[config.mk]
export PLATFORM = sky130hd
export DESIGN_NAME = alu_ctrl_issue
export DESIGN_NICKNAME = d
export VERILOG_FILES = /design/src/rtl/alu_ctrl_issue.sv
export SDC_FILE = /design/constraint.sdc
export NUM_CORES = 1
export LEC_CHECK = 0
export CORE_MARGIN = 2
export CORE_UTILIZATION = 45
export CTS_BUF_LIST = sky130_fd_sc_hd__clkbuf_8
export DETAILED_ROUTE_END_ITERATION = 10
export PLACE_DENSITY = 0.71
export SYNTH_ARGS = -nofsm -noshare
export SYNTH_HDL_FRONTEND = slang
export SYNTH_SLANG_ARGS = --single-unit
[constraint.sdc]
create_clock -name clk -period 3.06 [get_ports clk]
set_clock_uncertainty 0.15 [all_clocks]
set_input_delay 0.765 -clock clk [delete_from_list [all_inputs] [get_ports clk]]
set_output_delay 0.765 -clock clk [all_outputs]
set_load 0.02 [all_outputs]
[src/rtl/alu_ctrl_issue.sv]
// rtl/alu_ctrl_issue.sv - ALU control decode with valid/ready issue stage and 2-entry skid buffer
//
// Decodes alu_op/funct3/funct7_5 into a 4-bit alu_control code and issues it
// with both operands through a valid/ready stage.  Outputs always come from
// the MAIN register; SKID holds a second beat when the ALU side stalls.
//
// Ports:
//   clk, rst_n          clock, synchronous active-low reset
//   flush               kill all held entries (MAIN payload left as is)
//   in_valid/in_ready   upstream handshake
//   alu_op, funct3,     decode inputs
//   funct7_5
//   data1_in, data2_in  operands (DATA_W bits)
//   out_valid/out_ready downstream handshake
//   alu_control, data1, issued beat
//   data2, illegal

module alu_ctrl_issue #(
  parameter int DATA_W = 64
) (
  input  logic              clk,
  input  logic              rst_n,
  input  logic              flush,
  input  logic              in_valid,
  output logic              in_ready,
  input  logic [1:0]        alu_op,
  input  logic [2:0]        funct3,
  input  logic              funct7_5,
  input  logic [DATA_W-1:0] data1_in,
  input  logic [DATA_W-1:0] data2_in,
  output logic              out_valid,
  input  logic              out_ready,
  output logic [3:0]        alu_control,
  output logic [DATA_W-1:0] data1,
  output logic [DATA_W-1:0] data2,
  output logic              illegal
);

  localparam logic [3:0] CTRL_AND = 4'b0000;
  localparam logic [3:0] CTRL_OR  = 4'b0001;
  localparam logic [3:0] CTRL_ADD = 4'b0010;
  localparam logic [3:0] CTRL_SUB = 4'b0110;

  typedef enum logic [1:0] {
    EMPTY = 2'd0,
    ONE   = 2'd1,
    FULL  = 2'd2
  } state_t;

  state_t state_q, state_d;

  logic [3:0]        main_ctrl_q, main_ctrl_d;
  logic              main_ill_q,  main_ill_d;
  logic [DATA_W-1:0] main_d1_q,   main_d1_d;
  logic [DATA_W-1:0] main_d2_q,   main_d2_d;

  logic [3:0]        skid_ctrl_q, skid_ctrl_d;
  logic              skid_ill_q,  skid_ill_d;
  logic [DATA_W-1:0] skid_d1_q,   skid_d1_d;
  logic [DATA_W-1:0] skid_d2_q,   skid_d2_d;

  logic [3:0] dec_ctrl;
  logic       dec_ill;
  logic       accept;
  logic       pop;

  assign in_ready    = (state_q != FULL);
  assign out_valid   = (state_q != EMPTY);
  assign alu_control = main_ctrl_q;
  assign illegal     = main_ill_q;
  assign data1       = main_d1_q;
  assign data2       = main_d2_q;

  assign accept = in_valid & in_ready;
  assign pop    = out_valid & out_ready;

  // Decode of the incoming beat; unsupported encodings fall back to ADD.
  always_comb begin
    dec_ctrl = CTRL_ADD;
    dec_ill  = 1'b0;
    case (alu_op)
      2'b00: dec_ctrl = CTRL_ADD;
      2'b01: dec_ctrl = CTRL_SUB;
      2'b10: begin
        case (funct3)
          3'b000:  dec_ctrl = funct7_5 ? CTRL_SUB : CTRL_ADD;
          3'b111:  dec_ctrl = CTRL_AND;
          3'b110:  dec_ctrl = CTRL_OR;
          default: dec_ill  = 1'b1;
        endcase
      end
      default: dec_ill = 1'b1;
    endcase
  end

  always_comb begin
    state_d     = state_q;
    main_ctrl_d = main_ctrl_q;
    main_ill_d  = main_ill_q;
    main_d1_d   = main_d1_q;
    main_d2_d   = main_d2_q;
    skid_ctrl_d = skid_ctrl_q;
    skid_ill_d  = skid_ill_q;
    skid_d1_d   = skid_d1_q;
    skid_d2_d   = skid_d2_q;

    case (state_q)
      EMPTY: begin
        if (accept) begin
          state_d     = ONE;
          main_ctrl_d = dec_ctrl;
          main_ill_d  = dec_ill;
          main_d1_d   = data1_in;
          main_d2_d   = data2_in;
        end
      end
      ONE: begin
        if (accept && pop) begin
          main_ctrl_d = dec_ctrl;
          main_ill_d  = dec_ill;
          main_d1_d   = data1_in;
          main_d2_d   = data2_in;
        end else if (accept) begin
          state_d     = FULL;
          skid_ctrl_d = dec_ctrl;
          skid_ill_d  = dec_ill;
          skid_d1_d   = data1_in;
          skid_d2_d   = data2_in;
        end else if (pop) begin
          state_d = EMPTY;
        end
      end
      FULL: begin
        // in_ready is low here, so only a pop can move the stage.
        if (pop) begin
          state_d     = ONE;
          main_ctrl_d = skid_ctrl_q;
          main_ill_d  = skid_ill_q;
          main_d1_d   = skid_d1_q;
          main_d2_d   = skid_d2_q;
        end
      end
      default: state_d = EMPTY;
    endcase

    // Flush wins over accept/pop: drop everything, keep payload registers.
    if (flush) begin
      state_d     = EMPTY;
      main_ctrl_d = main_ctrl_q;
      main_ill_d  = main_ill_q;
      main_d1_d   = main_d1_q;
      main_d2_d   = main_d2_q;
      skid_ctrl_d = skid_ctrl_q;
      skid_ill_d  = skid_ill_q;
      skid_d1_d   = skid_d1_q;
      skid_d2_d   = skid_d2_q;
    end
  end

  always_ff @(posedge clk) begin
    if (!rst_n) begin
      state_q     <= EMPTY;
      main_ctrl_q <= 4'b0000;
      main_ill_q  <= 1'b0;
      main_d1_q   <= '0;
      main_d2_q   <= '0;
      skid_ctrl_q <= 4'b0000;
      skid_ill_q  <= 1'b0;
      skid_d1_q   <= '0;
      skid_d2_q   <= '0;
    end else begin
      state_q     <= state_d;
      main_ctrl_q <= main_ctrl_d;
      main_ill_q  <= main_ill_d;
      main_d1_q   <= main_d1_d;
      main_d2_q   <= main_d2_d;
      skid_ctrl_q <= skid_ctrl_d;
      skid_ill_q  <= skid_ill_d;
      skid_d1_q   <= skid_d1_d;
      skid_d2_q   <= skid_d2_d;
    end
  end

endmodule
# Word-level counts from Yosys, hierarchy flattened
# Index checks and enable logic that the tools add are counted.
[word_totals]
register_bits = 268
inputBits = 139
out_inout_bits = 135
wordCells = 65
[op_classes]
eq_ne = 12
mux = 27
bitwise_logic = 5
reduce_logical = 12
[ops]
columns = ["operator", "n"]
rows = [
  ["2-to-1 mux 64 bit", 6],
  ["one-hot mux 64 bit (3 select lines)", 2],
  ["2-to-1 mux 4 bit", 3],
  ["one-hot mux 4 bit (3 select lines)", 1],
  ["2-to-1 mux 2 bit", 5],
  ["!= test 2 bit, second input constant", 5],
  ["one-hot mux 3 bit (3 select lines)", 1],
  ["AND reduction 4 bit", 2],
  ["== test 3 bit, second input constant", 2],
  ["one-hot mux 2 bit (3 select lines)", 1],
  ["one-hot mux 3 bit (2 select lines)", 1],
  ["AND reduction 5 bit", 1],
  ["== test 2 x 1 -> 1 bit, second input constant", 2],
  ["== test 2 bit, second input constant", 2],
  ["logical NOT 2 bit", 2],
  ["2-to-1 mux 1 bit", 4],
  ["OR reduction 2 bit", 2],
  ["logical NOT 3 bit", 1],
  ["2-to-1 mux 3 bit", 1],
  ["!= test 3 bit, second input constant", 1],
  ["inverter 1 bit", 3],
  ["one-hot mux 1 bit (3 select lines)", 1],
  ["nonzero test 3 bit", 1],
  ["OR reduction 3 bit", 1],
  ["4 further kinds", 5],
]

# Depth between registers and ports, before layout
[depth]
word_depth = 6
depth_mapped = 8

# Worst setup path after synthesis
# No wires, ideal clock.
[synth_path]
path_kind = "input to register"
start = "in in_valid"
end = "reg main_ctrl_q[0] (netlist: alu_control[0])"
setup_ns = 0.116
arrival_ns = 1.861
path_slack_ns = 0.933
stages = 6
n_path_buf = 2
cell_sequence = "nor2b_1 > a22oi_4 > or2_4 > buf_6 > buf_6 > o211a_1"
[synth_via]
elab_chain_cells = 4
elab_cells_between_ends = 5
[synth_lines]
columns = ["item", "line_no", "text"]
rows = [
  ["from (decl)", "24", "input logic in_valid,"],
  ["AND 1 bit *", "74", "assign accept = in_valid & in_ready;"],
  ["logical AND 1 bit", "118", "if (accept && pop) begin"],
  ["!= test 2 bit (no source line)", "-", ""],
  ["AND reduction 5 bit (no source line) *", "-", ""],
  ["to (signal assigned)", "173", "main_ctrl_q <= main_ctrl_d;"],
  ["to (decl)", "52", "logic [3:0] main_ctrl_q, main_ctrl_d;"],
]
# Mark *: on every way between the ends. The rest lies on a longest branch, timed or not.
# A chain may end at the register's enable or synchronous reset.

# Final worst setup path
[layout_path]
start = "reg state_q[1]"
end = "out in_ready"
[layout_via]
elab_chain_cells = 1
[layout_lines]
columns = ["item", "line_no", "text"]
rows = [
  ["from (decl)", "50", "state_t state_q, state_d;"],
  ["from (signal assigned)", "172", "state_q <= state_d;"],
  ["!= test 2 bit", "67", "assign in_ready = (state_q != FULL);"],
  ["to (decl)", "25", "output logic in_ready,"],
]
# Every way passes these cells.

==> flow_metrics.py <==
metrics = {
    "placement": {
        "dp.cells": 1853,
        "io_buffers": 272,
        "place_area_um2": 14640,
        "dp_hpwl_um": 19020,
        "routabilityCongestion": 0.7583,
    },
    "min_path": {
        "hold_depth": 2,
        "worstHoldStart": "skid_d1_q[49]$_SDFFE_PN0P_",
        "worstHoldPathType": "reg -> reg",
        "min_to": "skid_d1_q[49]$_SDFFE_PN0P_",
    },
    "sta": {
        "finalCritPeriodShare": 0.9147,
        "fmax_mhz": 357.3,
        "slew_headroom": 0.4706,
        "min_period_ns": 2.799,
        "finalSetupTns_ns": 0,
        "setup_viol": 0,
        "fin_hold_ws_ns": 0.2993,
        "rsz0062_at_grt": "false",
        "tightest_slew_ns": 0.7940,
        "drv_slew": 0,
        "finalHoldViolCount": 0,
    },
    "worst_setup_path": {
        "worstPathCellList": "nor2b_1 -> inv_6 -> clkdlybuf4s50_1",
        "critical-path-slowest-cell": "clkdlybuf4s50_1",
        "critical_path_class": "reg -> out",
        "max_stage_delay_ns": 0.56,
        "worst_setup_path_start_kind": "flip-flop",
        "end_kind": "output port",
        "reg2reg_to": "data1[8]$_SDFFE_PN0P_",
        "cp_data_required_time_ns": 2.14,
        "worstRegToRegCells": 6,
        "r2r_start": "state_q[1]$_SDFFE_PP0P_",
        "critPathArrivalTime_ns": 1.88,
        "cp_max_fo": 6,
        "rrSetupSlack_ns": 0.84,
    },
    "detailed_routing": {
        "viasPerCell": 5.348,
        "dr.first_iter.drc_count": 631,
        "vias": 10365,
        "wirelength_um": 31850,
        "drt_pre_antenna_iters": 5,
        "drc": 0,
        "routedWlPerCell_um": 16.43,
        "ant_nets": 0,
    },
    "cts": {
        "cts_setup_buffers": 0,
        "cts.sinks": 266,
        "clk_pin_slew_worst_paths_ns": 0.07,
        "cts_tree": "done",
        "cts_root_buf": "clkbuf_8",
        "clk_latency_ns": 0.55,
        "post_cts_resize_count": 0,
        "clock_path_buffers": 3,
        "cts_inserted_buffers": 46,
        "ctsHoldBuffers": 0,
        "htree_levels": 2,
    },
    "layout": {
        "utilization": 0.6013,
        "final_common_cell": "nand2_1",
        "syn2layout_area_growth_pct": 32.00,
        "drive_above_1_share": 0.1416,
        "final_cell_area_um2": 15580,
        "most-common-layout-cells": "393 x nand2_1, 270 x clkdlybuf4s50_1, 266 x dfxtp_1",
        "num_antenna_cells": 0,
        "stdcell_count": 1938,
        "layout.nets": 1708,
    },
    "logic_synthesis": {
        "synthCells": 1357,
        "yosysUniqueCellTypes": 42,
        "syn_nets": 1499,
        "synth_top_area_frac": 0.4512,
        "avgSynthCellArea_um2": 8.698,
        "ys_seq_area_frac": 0.4512,
        "synthTopCellsByArea": "dfxtp_1 45%, nand2_1 12%, mux2_2 12%",
        "yosys.area.top_type": "dfxtp_1",
        "netlist_area_um2": 11800,
        "yosysWarnings": 0,
        "ys_seq_elements": 266,
    },
    "global_routing": {
        "grt_max_degree": 134,
        "grt_use_total": 0.2202,
        "grt_first_pass_wirelength_um": 51230,
        "grt_overflow": 0,
        "first_global_vias": 9833,
        "antenna_found_initial": 0,
    },
    "floorplanning": {
        "fp.dieW_um": 166.0,
        "row_count": 59,
        "core_area_um2": 25910,
        "top_level_ports": 274,
        "die_h_um": 166.0,
        "dieArea_um2": 27540,
        "start_util": 0.4555,
    },
    "outcome": {
        "status": "completed",
    },
    "power": {
        "intPower_w": 0.005824,
        "power_frac_seq": 0.464,
        "p_switching_w": 0.002004,
        "ir_drop_mv": 0.3445,
        "switching_share": 0.2560,
        "combPwrFrac": 0.126,
        "p_clk_frac": 0.410,
        "power_leakage_nw": 5.538,
        "powerDensity_nw_per_um2": 502.5,
    },
    "job": {
        "maxCapViolations": 0,
    },
}
[cell usage after synthesis (all sizes together)]
library cell	instances
nand2	393
dfxtp	266
o21ai	132
a21boi	129
mux2	128
o211ai	128
clkbuf	72
buf	60
nor2	6
a21oi	4
nor3	4
ha	3
inv	3
nand2b	3
a32oi	2
nand4	2
nor2b	2
o211a	2
or2	2
or3	2
a2111oi	1
a22o	1
a22oi	1
a31o	1
a31oi	1
and3	1
and3b	1
conb	1
nor4b	1
o21a	1
o21bai	1
o22ai	1
o32ai	1
or3b	1
[kinds of logic after synthesis]
kind of cell	synth area share
simple gates	0.1384
compound gates	0.2314
flops	0.4512
buf+inv	0.05332
mux	0.1221
fa+ha+maj	0.003181
other cells	0.0003177
[state kept, by name, summed over array words and instances (netlist names)]
signal	count
illegal	1
skid_d2_q	64
data1	64
data2	64
skid_ctrl_q	3
skid_d1_q	64
alu_control	3
skid_ill_q	1
state_q	2
[worst max-delay path by stage]
| stage | start | end | slack (ns) |
|---|---|---|---|
| after floorplan | in_valid | alu_control[0]$_SDFFE_PN0P_ | 0.93 |
| after global placement | out_ready | data1[8]$_SDFFE_PN0P_ | 0.22 |
| after detailed placement | out_ready | data2[55]$_SDFFE_PN0P_ | 0.13 |
| after CTS | state_q[1]$_SDFFE_PP0P_ | in_ready | 0.23 |
| after global routing | state_q[1]$_SDFFE_PP0P_ | in_ready | 0.18 |
| final | state_q[1]$_SDFFE_PP0P_ | in_ready | 0.26 |
[final cells by class]
type                    instances  area (um2)
clock buffers                  60       825.8
clock inverters                25       113.9
fillers                      2331       10330
inverters                       3       16.27
multi-input cells             956        5859
flip-flops and latches        266        5325
well taps                     335       419.2
repair buffers                293        3020
[worst max-delay path, delay by kind of cell (launching register included)]
family | cells | cell delay [ns]
flops | 1 | 0.40
simple gates | 1 | 0.34
buf+inv | 2 | 0.61
[metal layers]
layer | up-vias | GRT usage | routed length [um]
met5 | - | 0 | 0
met4 | 0 | 0.04423 | 344
met3 | 35 | 0.08222 | 2801
met2 | 286 | 0.3581 | 14660
met1 | 4918 | 0.2815 | 14050
li1 | 5126 | - | -
[power groups by stage]
stage | Combinational, W | Sequential (W) | Clock [W]
2_1_floorplan | 0.000392 | 0.00380 | 0
3_3_place_gp | 0.000980 | 0.00370 | 0
3_5_place_dp | 0.000990 | 0.00370 | 0
4_1_cts | 0.000995 | 0.00363 | 0.00328
5_1_grt | 0.00106 | 0.00364 | 0.00343
6_report | 0.000988 | 0.00363 | 0.00321
[through the flow]
step	setup WS (ns)	power, W
2_1_floorplan	0.9325	0.004195
3_3_place_gp	0.2195	0.004681
3_5_place_dp	0.1328	0.004694
4_1_cts	0.2287	0.007907
5_1_grt	0.1791	0.008138
6_report	0.2610	0.007828
Power figures use the tool's default switching activity.
